==> src/rtl/riscv_pkg.sv <==
// Shared RV32 definitions: data width, register-select width and the
// register-file clear/ready state encoding.
package riscv_pkg;
  localparam int XLEN           = 32;
  localparam int REG_SELECT_LEN = 5;

  typedef logic [REG_SELECT_LEN-1:0] reg_sel_t;
  typedef logic [XLEN-1:0]           word_t;

  typedef enum logic {RF_CLEAR, RF_READY} rf_state_t;
endpackage

==> src/rtl/reg_file_clear_seq.sv <==
// Post-reset clear sequencer: walks x1..x(NREGS-1) issuing zero writes,
// then parks in RF_READY until the next reset.
module reg_file_clear_seq
  import riscv_pkg::*;
#(
  parameter int NREGS = 32
) (
  input  logic     clk,
  input  logic     rst_n,
  output logic     clr_we,
  output reg_sel_t clr_idx,
  output logic     ready
);
  rf_state_t state, state_nxt;
  reg_sel_t  idx_nxt;

  always_ff @(posedge clk or negedge rst_n) begin
    if (!rst_n) begin
      state   <= RF_CLEAR;
      clr_idx <= reg_sel_t'(1);
    end else begin
      state   <= state_nxt;
      clr_idx <= idx_nxt;
    end
  end

  always_comb begin
    state_nxt = state;
    idx_nxt   = clr_idx;
    clr_we    = 1'b0;
    if (state == RF_CLEAR) begin
      clr_we  = 1'b1;
      idx_nxt = clr_idx + 1'b1;
      if (clr_idx == reg_sel_t'(NREGS - 1)) state_nxt = RF_READY;
    end
  end

  // Derived from state so it drops asynchronously with rst_n.
  assign ready = (state == RF_READY);
endmodule

==> src/rtl/reg_file.sv <==
// RV32 integer register file: 2 combinational read ports, 1 write port,
// x0 hardwired to zero. Optional REG_FILE_BYPASS_EN adds write-to-read bypass.
module reg_file
  import riscv_pkg::*;
#(
  parameter int NREGS = 32  // must equal 2**REG_SELECT_LEN
) (
  input  logic                      clk,
  input  logic                      rst_n,
  input  logic [REG_SELECT_LEN-1:0] rd_sel_1,
  output logic [XLEN-1:0]           rd_data_1,
  input  logic [REG_SELECT_LEN-1:0] rd_sel_2,
  output logic [XLEN-1:0]           rd_data_2,
  input  logic                      wr_en,
  input  logic [REG_SELECT_LEN-1:0] wr_sel,
  input  logic [XLEN-1:0]           wr_data,
  output logic                      ready,
  output logic                      wr_drop
);
  logic     clr_we;
  reg_sel_t clr_idx;
  logic     wr_acc;
  word_t    mem [NREGS];
  reg_sel_t rsel [2];
  word_t    rdat [2];

  reg_file_clear_seq #(.NREGS(NREGS)) u_clr (
    .clk     (clk),
    .rst_n   (rst_n),
    .clr_we  (clr_we),
    .clr_idx (clr_idx),
    .ready   (ready)
  );

  assign wr_acc = ready && wr_en && (wr_sel != '0);

  // Unreset RAM-style storage; entry 0 is never written nor read.
  always_ff @(posedge clk) begin
    if (clr_we)      mem[clr_idx] <= '0;
    else if (wr_acc) mem[wr_sel]  <= wr_data;
  end

  always_ff @(posedge clk or negedge rst_n) begin
    if (!rst_n) wr_drop <= 1'b0;
    else        wr_drop <= wr_en && !ready;
  end

  assign rsel[0] = rd_sel_1;
  assign rsel[1] = rd_sel_2;

  for (genvar p = 0; p < 2; p++) begin : g_rd
    word_t arr;
    assign arr = (rsel[p] == '0) ? '0 : mem[rsel[p]];
`ifdef REG_FILE_BYPASS_EN
    assign rdat[p] = !ready ? '0 :
                     (wr_acc && (wr_sel == rsel[p])) ? wr_data : arr;
`else
    assign rdat[p] = ready ? arr : '0;
`endif
  end

  assign rd_data_1 = rdat[0];
  assign rd_data_2 = rdat[1];
endmodule

==> config.mk <==
export PLATFORM = sky130hd
export DESIGN_NAME = reg_file
export DESIGN_NICKNAME = d
export VERILOG_FILES = /design/src/rtl/riscv_pkg.sv /design/src/rtl/reg_file_clear_seq.sv /design/src/rtl/reg_file.sv
export SDC_FILE = /design/constraint.sdc
export NUM_CORES = 1
export LEC_CHECK = 0
export CAP_MARGIN = 20
export CORE_MARGIN = 8
export CORE_UTILIZATION = 50
export CTS_CLUSTER_DIAMETER = 50
export DETAILED_ROUTE_END_ITERATION = 12
export GPL_TIMING_DRIVEN = 0
export PLACE_DENSITY = 0.65
export SYNTH_ARGS = -nofsm -noshare
export SYNTH_HDL_FRONTEND = slang
export SYNTH_HIERARCHICAL = 1
export SYNTH_SLANG_ARGS = --single-unit
==> constraint.sdc <==
create_clock -name clk -period 5.9 [get_ports clk]
set_input_delay 1.18 -clock clk [delete_from_list [all_inputs] [get_ports clk]]
set_output_delay 1.18 -clock clk [all_outputs]
set_load 0.005 [all_outputs]
==> metrics <==
slowest stage delay, CP=0.99 ns; IO Pins=116; final hold vios=0; area grow syn2layout=17.3%; GRT overflow=0; cts bufs inserted=114; gpl congestion=0.915; Initial Util=50.3%; drt pass-1 iters=8; Crit path arrival time=4.80 ns; Final period util=101%; Final Skew=0.0296 ns; dpl ws=-0.162 ns; antenna violations before repair=2; Clock Tree Root=clkbuf_16; Top FF cell, synth=edfxtp_1; Buffers on Ports=109; number of global-route vias before repair=31407; Min Hold Slack=0.550 ns; Vias=31189; status=finished, violations left; Tot GR Track Use=30.3%; # rows=113; final setup TNS=-0.124 ns; first-pass GRT wire length=229000 um; Startpoint Class=input port; Worst Path Buf+Inv=4; number of synthesized register bits=1031; Worst VDD drop=0.240 mV; Fmax=167 MHz; PwrDens=295 nW/um^2; post-synthesis cell count=2744; CP max stage cell=clkbuf_1; CTS tree=yes; Worst Slack Setup Final=-0.0826 ns; Req. time, crit path=4.72 ns; Ys Warns=6; Crit Path Max Fanout=10; layout cell share with drive strength beyond 1=24.7%; ANT nets after route=0; CP cell instances=clkdlybuf4s50_1 > inv_1 > nor2_1 > clkbuf_1 > a22oi_1 > nand4_1 > clkdlybuf4s50_1; clock sinks=1031; hold crit path type=flip-flop to flip-flop; Synth Cell Area=47800 um^2; CTS Buffer Depth=3; CP Class=input port to output port; Worst-Margin Slew=1.26 ns; CTS clk-pin slew, worst paths=0.06 ns; Yosys cell types=55; full die area=106000 um^2; Post-synth ARST share=0.679%; clock latency at the later pin of the worst-skew pair=0.69 ns; # diodes=0; Leak=20.3 nW; count of final setup violators=2; max cap viols=0; Wirelength per Cell=37.1 um; Die Width=325 um; RSZ-0062 raised after global routing=no; Die Y=325 um; CP most frequent cell=clkdlybuf4s50_1; largest net degree at the start of global routing=33; Vias/cell=7.00; Seq/Total Area, Yosys=64.8%; failing checks=negative setup slack; Post-Syn Nets=2796; DRT iter0 DRCs=4348; Final #Nets=3145; CP delay by family, top=buffers and inverters; hold_buf cts=0; core box area=94900 um^2; DRC errors left=0; WL final=165000 um; final core occ=59.0%; Max-Slew Margin vs Limit=16.1%; H-tree level count=3; post-DP HPWL=116000 um; Final Max Tran Viols=0; Worst setup EP type=output port; number of synthesized flops with an enable pin=1024; Mean Syn Cell Area=17.4 um^2; post-route minimum period=5.98 ns
## state kept, by name, indices dropped and copies added (netlist names)
signal and cells:
mem 1024, u_clr/clr_idx 5, u_clr/ready 1, wr_drop 1
## worst paths after layout
path                                  start                to  slack [ns]  cells past startpoint
setup / recovery                rd_sel_1[3]      rd_data_1[0]       -0.08                      7
hold / removal             u_clr/clr_idx[0]  u_clr/clr_idx[0]        0.55                      1
setup reg to reg                u_clr/ready       mem[26][14]        1.71                     10
hold reg to reg            u_clr/clr_idx[0]  u_clr/clr_idx[0]        0.55                      1
max in group asynchronous             rst_n  u_clr/clr_idx[0]        4.84                      1
min in group asynchronous             rst_n       u_clr/ready        0.76                      1
## stage by stage
stage	power, W	area, um^2	instances
2_1_floorplan	0.00897	47800	2744
3_3_place_gp	0.00954	50400	4118
3_5_place_dp	0.00959	51900	4223
4_1_cts	0.0165	55500	4434
5_1_grt	0.0168	56000	4453
6_report	0.0165	56000	4453
## layout make-up
class                           instances  area, um^2
Buffer                                219        1160
Clock buffer                          137        3000
Clock inverter                         74         656
Fill cell                            6931       38900
Inverter                                7        26.3
Multi-Input combinational cell       1487       15800
Sequential cell                      1031       30900
Tap cell                             1265        1580
Timing Repair Buffer                  233        2810
## report_power, final
group          internal, W  total, W  switching (W)
sequential         0.00808   0.00808     0.00000309
combinational     0.000527   0.00142       0.000889
clock              0.00405   0.00702        0.00297
## repair_timing
action                     4_1_cts  5_1_grt
gates resized for setup          1        1
setup buffers                    0        0
setup endpoints to repair       10        9
## Yosys cell counts (all sizes together), types with 2 or more instances
master,count,share of area [%]
nor2,20,0.17
inv,7,0.055
mux2i,385,8.1
mux4,288,14
and3b,2,0.037
a32oi,2,0.037
and3,31,0.41
a2bb2oi,32,0.59
o32a,3,0.063
nor2b,8,0.10
nand3,99,1.0
a31oi,2,0.026
ha,2,0.052
nand2,74,0.58
a22o,2,0.037
nand2b,2,0.042
a22oi,254,4.0
nand4,64,0.84
buf,137,1.8
o22a,2,0.037
nor4bb,2,0.042
clkbuf,82,0.66
nand3b,4,0.063
o21ai,2,0.021
and2,35,0.46
a21oi,97,1.0
mux2,34,0.82
nand4b,2,0.068
nor3,25,0.27
xnor2,3,0.071
edfxtp,1024,64
dfrtp,6,0.31
## layout by cell type, fill, tap and decap left out, types with 9 or more instances in the layout
cell             count
buf_8               13
buf_4               25
buf_16              12
nand3_1             99
buf_6               98
clkinv_1            24
nand4_1             64
buf_12               9
clkinv_2            19
nor2_4              10
clkbuf_16          120
a2bb2oi_1           32
nor2_1              10
clkbuf_1            99
and3_1              31
and2_1              35
clkinvlp_4          11
nand2_1             74
clkdlybuf4s50_1    109
mux4_2             288
buf_2               93
mux2i_1            385
bufinv_16           10
a21oi_1             97
edfxtp_1          1024
nor3_2              24
mux2_2              32
a22oi_1            254
## logic make-up (layout without fill, tap and decap cells)
| family | Yosys count | count (layout) | share of synthesized area (%) |
|---|---|---|---|
| AO/OA/AOI/OAI | 401 | 401 | 5.90 |
| multiplexers | 707 | 707 | 22.5 |
| XOR/XNOR | 3 | 3 | 0.0708 |
| AND/OR/NAND/NOR | 374 | 374 | 4.26 |
| buffers and inverters | 226 | 670 | 2.48 |
| flip-flops | 1031 | 1031 | 64.8 |
| adder cells (fa/ha/maj) | 2 | 2 | 0.0524 |
## metal layers
layer | GRT usage [%] | vias up | routed length, um
li1 | - | 12206 | -
met1 | 39.0 | 16118 | 59100
met2 | 48.0 | 2355 | 76800
met3 | 7.38 | 506 | 19600
met4 | 15.6 | 4 | 9710
met5 | 0 | - | 29
(Power assumes the default switching activity.)
